**src/rtl/mult_8x8_seq_ctrl.sv**
```systemverilog
// Sequential 8x8 multiplier controller: one shared 4x4 sub-multiplier is reused
// for the four partial products over four cycles, with a per-quadrant approximation level.
module mult_8x8_seq_ctrl #(
  parameter logic [7:0] DEF_CFG  = 8'b01_10_11_11,
  parameter bit         USE_PORT = 1'b1
) (
  input  logic        clk,
  input  logic        rst,
  input  logic        in_valid,
  output logic        in_ready,
  input  logic [7:0]  a_in,
  input  logic [7:0]  b_in,
  input  logic [7:0]  cfg_in,
  output logic [3:0]  sub_a,
  output logic [3:0]  sub_b,
  output logic [1:0]  sub_mode,
  input  logic [7:0]  sub_prod,
  output logic        out_valid,
  input  logic        out_ready,
  output logic [15:0] r_out,
  output logic        busy
);

  // Handshakes: a transfer happens on a rising edge where valid && ready.
  // in_ready is high only in IDLE; out_valid is high only in DONE and, once
  // raised, stays high with r_out stable until out_ready completes the transfer.

  typedef enum logic [2:0] {IDLE, Q0, Q1, Q2, Q3, DONE} state_t;

  state_t      state;
  state_t      state_nxt;
  logic [7:0]  a_q;
  logic [7:0]  b_q;
  logic [7:0]  cfg_q;
  logic [15:0] acc;
  logic [15:0] r_q;
  logic [15:0] addend;
  logic [15:0] acc_sum;
  logic        accept;

  assign accept  = (state == IDLE) && in_valid;
  assign acc_sum = acc + addend;
  assign r_out   = r_q;

  always_comb begin
    state_nxt = state;
    sub_a     = 4'd0;
    sub_b     = 4'd0;
    sub_mode  = 2'd0;
    addend    = 16'd0;
    in_ready  = 1'b0;
    out_valid = 1'b0;
    busy      = 1'b1;
    case (state)
      IDLE: begin
        in_ready = 1'b1;
        busy     = 1'b0;
        if (in_valid) state_nxt = Q0;
      end
      Q0: begin
        sub_a     = a_q[3:0];
        sub_b     = b_q[3:0];
        sub_mode  = cfg_q[1:0];
        addend    = {8'h00, sub_prod};
        state_nxt = Q1;
      end
      Q1: begin
        sub_a     = a_q[3:0];
        sub_b     = b_q[7:4];
        sub_mode  = cfg_q[3:2];
        addend    = {4'h0, sub_prod, 4'h0};
        state_nxt = Q2;
      end
      Q2: begin
        sub_a     = a_q[7:4];
        sub_b     = b_q[3:0];
        sub_mode  = cfg_q[5:4];
        addend    = {4'h0, sub_prod, 4'h0};
        state_nxt = Q3;
      end
      Q3: begin
        sub_a     = a_q[7:4];
        sub_b     = b_q[7:4];
        sub_mode  = cfg_q[7:6];
        addend    = {sub_prod, 8'h00};
        state_nxt = DONE;
      end
      DONE: begin
        out_valid = 1'b1;
        if (out_ready) state_nxt = IDLE;
      end
      default: state_nxt = IDLE;
    endcase
  end

  // r_q is a separate result register so r_out survives the acc clear at accept.
  always_ff @(posedge clk) begin
    if (rst) begin
      state <= IDLE;
      a_q   <= 8'd0;
      b_q   <= 8'd0;
      cfg_q <= 8'd0;
      acc   <= 16'd0;
      r_q   <= 16'd0;
    end else begin
      state <= state_nxt;
      if (accept) begin
        a_q   <= a_in;
        b_q   <= b_in;
        cfg_q <= USE_PORT ? cfg_in : DEF_CFG;
        acc   <= 16'd0;
      end else if (state == Q0 || state == Q1 || state == Q2 || state == Q3) begin
        acc <= acc_sum;
      end
      if (state == Q3) r_q <= acc_sum;
    end
  end

endmodule

```
**config.mk**
```make
export PLATFORM = sky130hd
export DESIGN_NAME = mult_8x8_seq_ctrl
export DESIGN_NICKNAME = d
export VERILOG_FILES = /design/src/rtl/mult_8x8_seq_ctrl.sv
export SDC_FILE = /design/constraint.sdc
export NUM_CORES = 1
export LEC_CHECK = 0
export BUFFER_PORTS_ARGS = -buffer_cell sky130_fd_sc_hd__buf_4
export CAP_MARGIN = 20
export CORE_MARGIN = 2
export CORE_UTILIZATION = 30
export DETAILED_ROUTE_END_ITERATION = 8
export GPL_TIMING_DRIVEN = 0
export PLACE_DENSITY_LB_ADDON = 0.05
export SLEW_MARGIN = 20
export SYNTH_ARGS = -nofsm -noshare
export SYNTH_HDL_FRONTEND = slang
export SYNTH_SLANG_ARGS = --single-unit
```
**constraint.sdc**
```tcl
create_clock -name clk -period 8.7 [get_ports clk]
set_input_delay 1.74 -clock clk [delete_from_list [all_inputs] [get_ports clk]]
set_output_delay 1.74 -clock clk [all_outputs]
set_load 0.01 [all_outputs]
```
==> Word-level counts from Yosys, hierarchy flattened <==
Cells that the tools add are included.
{ "totals": {"reg_bits": 59, "out_inout_bits": 29, "word_cells": 36} }
{ "op_classes": {"addsub": 1, "n_eq_ne": 7, "muxes": 10, "reduce_logical": 12} }
{ "ops": {"columns": ["cell", "count"], "rows": [
  ["case mux 16 bit (3 select lines)", 1],
  ["case mux 3 bit (6 select lines)", 1],
  ["adder 16 bit", 1],
  ["case mux 4 bit (2 select lines)", 2],
  ["OR reduction 2 bit", 6],
  ["case mux 2 bit (4 select lines)", 1],
  ["equality test 3 x 2 -> 1 bit (second input constant)", 2],
  ["equality test 3 bit (second input constant)", 2],
  ["two-way mux 3 bit", 2],
  ["!= test 2 bit (second input constant)", 2],
  ["equality test 3 x 1 -> 1 bit (second input constant)", 1],
  ["logical NOT 3 bit", 1],
  ["logical OR 1 bit", 3],
  ["two-way mux 1 bit", 3],
  ["AND reduction 2 bit", 1],
  ["logical AND 1 bit", 1]
]} }

==> Logic depth before layout (Yosys ltp) <==
{ "depth": {"depth_word": 4, "mapped_depth": 13, "ltp_nobuf": 11} }

==> Worst setup path after synthesis <==
Ideal clock, no wire load.
{ "synth_timing": {"path_kind": "input to register", "startpoint": "input sub_prod[0]", "endpoint": "register acc[12]", "setup_ps": 117, "t_arrival_ps": 3760, "setup_slack_ps": 4823, "cell_stages": 9, "path_buffers": 0, "path_cell_list": "and2_1 > ha_1 > fa_1 > a21o_2 > a31o_1 > and2_4 > a311o_1 > xor2_1 > a32o_1"} }
{ "synth_via": {"elab_chain_len": 2} }
{ "synth_rtl": {"columns": ["element", "line_no", "rtl"], "rows": [
  ["from (decl)", "17", "input logic [7:0] sub_prod,"],
  ["case mux 16 bit (3 select lines)", "54", "case (state)"],
  ["adder 16 bit", "42", "assign acc_sum = acc + addend;"],
  ["to (signal assigned)", "113", "acc <= acc_sum;"],
  ["to (decl)", "35", "logic [15:0] acc;"]
]} }
Every way passes these cells.
A chain may end at the register's enable or synchronous reset.

==> Worst setup path after layout <==
{ "layout_timing": {"startpoint": "register state[1]", "endpoint": "output sub_a[2]"} }
{ "layout_via": {"elab_chain_len": 3} }
{ "layout_rtl": {"columns": ["element", "line_no", "rtl"], "rows": [
  ["from (decl)", "30", "state_t state;"],
  ["from (signal assigned)", "106", "state <= state_nxt;"],
  ["equality test 3 x 2 -> 1 bit (tied with other cells)", "54", null],
  ["OR reduction 2 bit (no source line)", null, null],
  ["case mux 4 bit (2 select lines) (*)", "54", null],
  ["to (decl)", "14", "output logic [3:0] sub_a,"]
]} }
Every way passes the cells marked *; elsewhere a longest branch is shown, timed or not.

==> run summary <==
Status -> completed
Measured slew at the worst slew-check pin -> 0.696 ns
Synth unique cells -> 48
Synth Instances -> 433
Diode count -> 0
Total gr overflow -> 0
Worst-path clk slew -> 0.07 ns
Final Worst Setup Slack -> 4.58 ns
Number of DRC markers in iteration 0 -> 87
Chip height -> 108 um
Critical path origin -> state[1]
RR Startpoint -> state[1]
Largest cells by area after synthesis -> dfxtp_1 36%, nand2_1 12%, a21oi_1 8.4%
RD Place Congestion -> 0.925
Hold_buf cts -> 0
Pins over their slew limit -> 0
Final hold viol count -> 0
Area added between synthesis and finish -> 25.8%
Antenna violations before repair -> 0
Clock Skew -> 0.00449 ns
CTS Sinks -> 59
Post-synth EDFFs -> 0
Dpl ws -> 4.48 ns
Starting Density -> 0.304
Worst r2r dst -> acc[14]
Power per cell area -> 169 nW/um^2
Synthesized flop and latch total -> 59
Synth top cells by count -> 106 x nand2_1, 59 x dfxtp_1, 55 x a21oi_1
Number of max-cap violations -> 0
I/O pin count -> 65
Crit path max fanout -> 10
Leakage power -> 1.69 nW
DRT antenna net count -> 0
Max Clock Freq -> 0.243 GHz
Clock Path Buffers -> 2
Hold EP -> r_out[1]
Residual DRC count -> 0
Vias post-DR -> 3288
Number of placement rows -> 38
Post-synth top flop -> dfxtp_1
Worst EP required -> 6.96 ns
CTS HTree Levels -> 3
Setup TNS -> 0 ns
Cell Count Post-Placement -> 636
Clock Tree Root -> clkbuf_8
Tmin final -> 4.12 ns
Post CTS Setup Buffer Count -> 0
Worst Hold Path Cells -> 2
Largest net degree at the start of global routing -> 11
Period utilization -> 0.473
First-pass GRT wire length -> 16600 um
GRT Util Overall -> 0.188
Total iterations of the first detailed-routing run -> 5
CTS resizes -> 0
CP arrival -> 2.38 ns
Reg-to-reg slack, setup -> 4.85 ns
Layout Cells excl Fill -> 652
Yosys top cell by area -> dfxtp_1
Count leader, synth -> nand2_1
Yosys top cell area share -> 0.362
Seq/Total Area, Yosys -> 0.362
Syn_nets -> 485
CTS tree -> yes
CTS Buf Count -> 9
Detail Placement HPWL -> 7800 um
Layout cells sized above 1 -> 0.180
Vias in the first global route -> 3289
CP Class -> reg -> out
Nets -> 559
HP Class -> reg -> reg
Port Buffers -> 63
Worst-Skew Late Latency -> 0.35 ns
Ys async rst share -> 0
YS warnings -> 0
Worst-case reg-to-reg path depth -> 13
Avg Synthesized Cell Area -> 7.54 um^2
RSZ-0062 raised after global routing -> false
DIE AREA -> 11700 um^2
Rel. slew slack -> 0.536
Peak supply drop -> 86.5 uV
HP Start -> r_out[1]
Critical Path Sink Type -> primary output
Post-Route WL -> 10600 um
Final Setup Violations -> 0
Netlist Area Pre-Place -> 3260 um^2
WL/cell -> 16.3 um
CP Launch Type -> flip-flop
Core box area -> 10700 um^2
Die width -> 108 um
Via/cell ratio -> 5.04
-- area by class of cell --
| class | instances | area (um^2) |
|---|---|---|
| fill | 1213 | 6640 |
| multi-input combinational | 340 | 1950 |
| sequential | 59 | 1180 |
| timing repair buffer | 63 | 473 |
| tap | 140 | 175 |
| clock buffer | 11 | 141 |
| buffer | 28 | 114 |
| clock inverter | 5 | 52.6 |
| inverter | 6 | 22.5 |
-- critical path: stages (launching register included) --
cell and delay, ns:
dfxtp_1 0.37, clkbuf_1 0.43, nor2b_1 0.10, clkbuf_1 0.27
or2_2 0.40, a22oi_1 0.18, o21ai_0 0.11, buf_4 0.18
-- how the worst max path moves through the flow --
stage	slack, ns	cells after the start	endpoint
global route	4.36	7	sub_a[2]
CTS	4.60	7	sub_a[2]
floorplan	4.82	9	acc[12]
global placement	4.49	10	acc[12]
finish	4.58	7	sub_a[2]
detailed placement	4.48	10	acc[14]
-- cell usage in the layout, fill, tap and decap left out, types with 5 or more instances in the layout --
cell | synthesis | layout
and3_1 | 5 | 5
clkbuf_8 | 0 | 10
a22oi_1 | 11 | 11
ha_1 | 15 | 15
nand3_1 | 11 | 11
inv_1 | 5 | 5
nor2_1 | 21 | 21
nand2_1 | 106 | 106
clkbuf_1 | 21 | 22
a32o_1 | 5 | 5
o21ai_0 | 22 | 22
a21oi_1 | 55 | 55
and2_1 | 9 | 9
buf_2 | 7 | 7
xnor2_1 | 10 | 10
dfxtp_1 | 59 | 59
a31oi_1 | 5 | 5
buf_4 | 0 | 63
-- where the power goes --
group	internal [mW]	leakage, nW	switching (mW)	total [mW]
registers	0.284	0.480	0.00818	0.292
clock network	0.139	0.0991	0.121	0.260
logic	0.0514	1.11	0.0912	0.143
-- flip-flops by register name (all words and copies together) (netlist names) --
name / flops
b_q: 8
acc: 16
state: 3
r_out: 16
a_q: 8
cfg_q: 8
-- cells by family (layout without fill, tap and decap cells) --
| kind of cell | Yosys count | count (layout) | share of synthesized area |
|---|---|---|---|
| AO/OA/AOI/OAI | 125 | 125 | 0.234 |
| XOR/XNOR | 14 | 14 | 0.0376 |
| adder cells (fa/ha/maj) | 16 | 16 | 0.0637 |
| buffers and inverters | 34 | 113 | 0.0418 |
| flip-flops | 59 | 59 | 0.362 |
| multiplexers | 2 | 2 | 0.00614 |
| AND/OR/NAND/NOR | 183 | 183 | 0.255 |
-- stage by stage --
stage	total power [mW]	utilization	hold WS [ns]	cell area, um^2
2_1_floorplan	0.384	-	0.432	3260
3_3_place_gp	0.440	0.364	0.443	3910
3_5_place_dp	0.441	0.364	0.449	3910
4_1_cts	0.701	0.382	0.459	4110
5_1_grt	0.730	0.382	0.473	4110
6_report	0.694	0.382	0.455	4110
-- layer usage --
metal,GRT usage,vias to the layer above,part of all wire
li1,-,1671,-
met1,0.227,1531,0.45
met2,0.325,70,0.49
met3,0.0392,16,0.037
met4,0.0742,0,0.023
met5,0,-,0
Note: power is estimated with default switching activity, not from simulation.
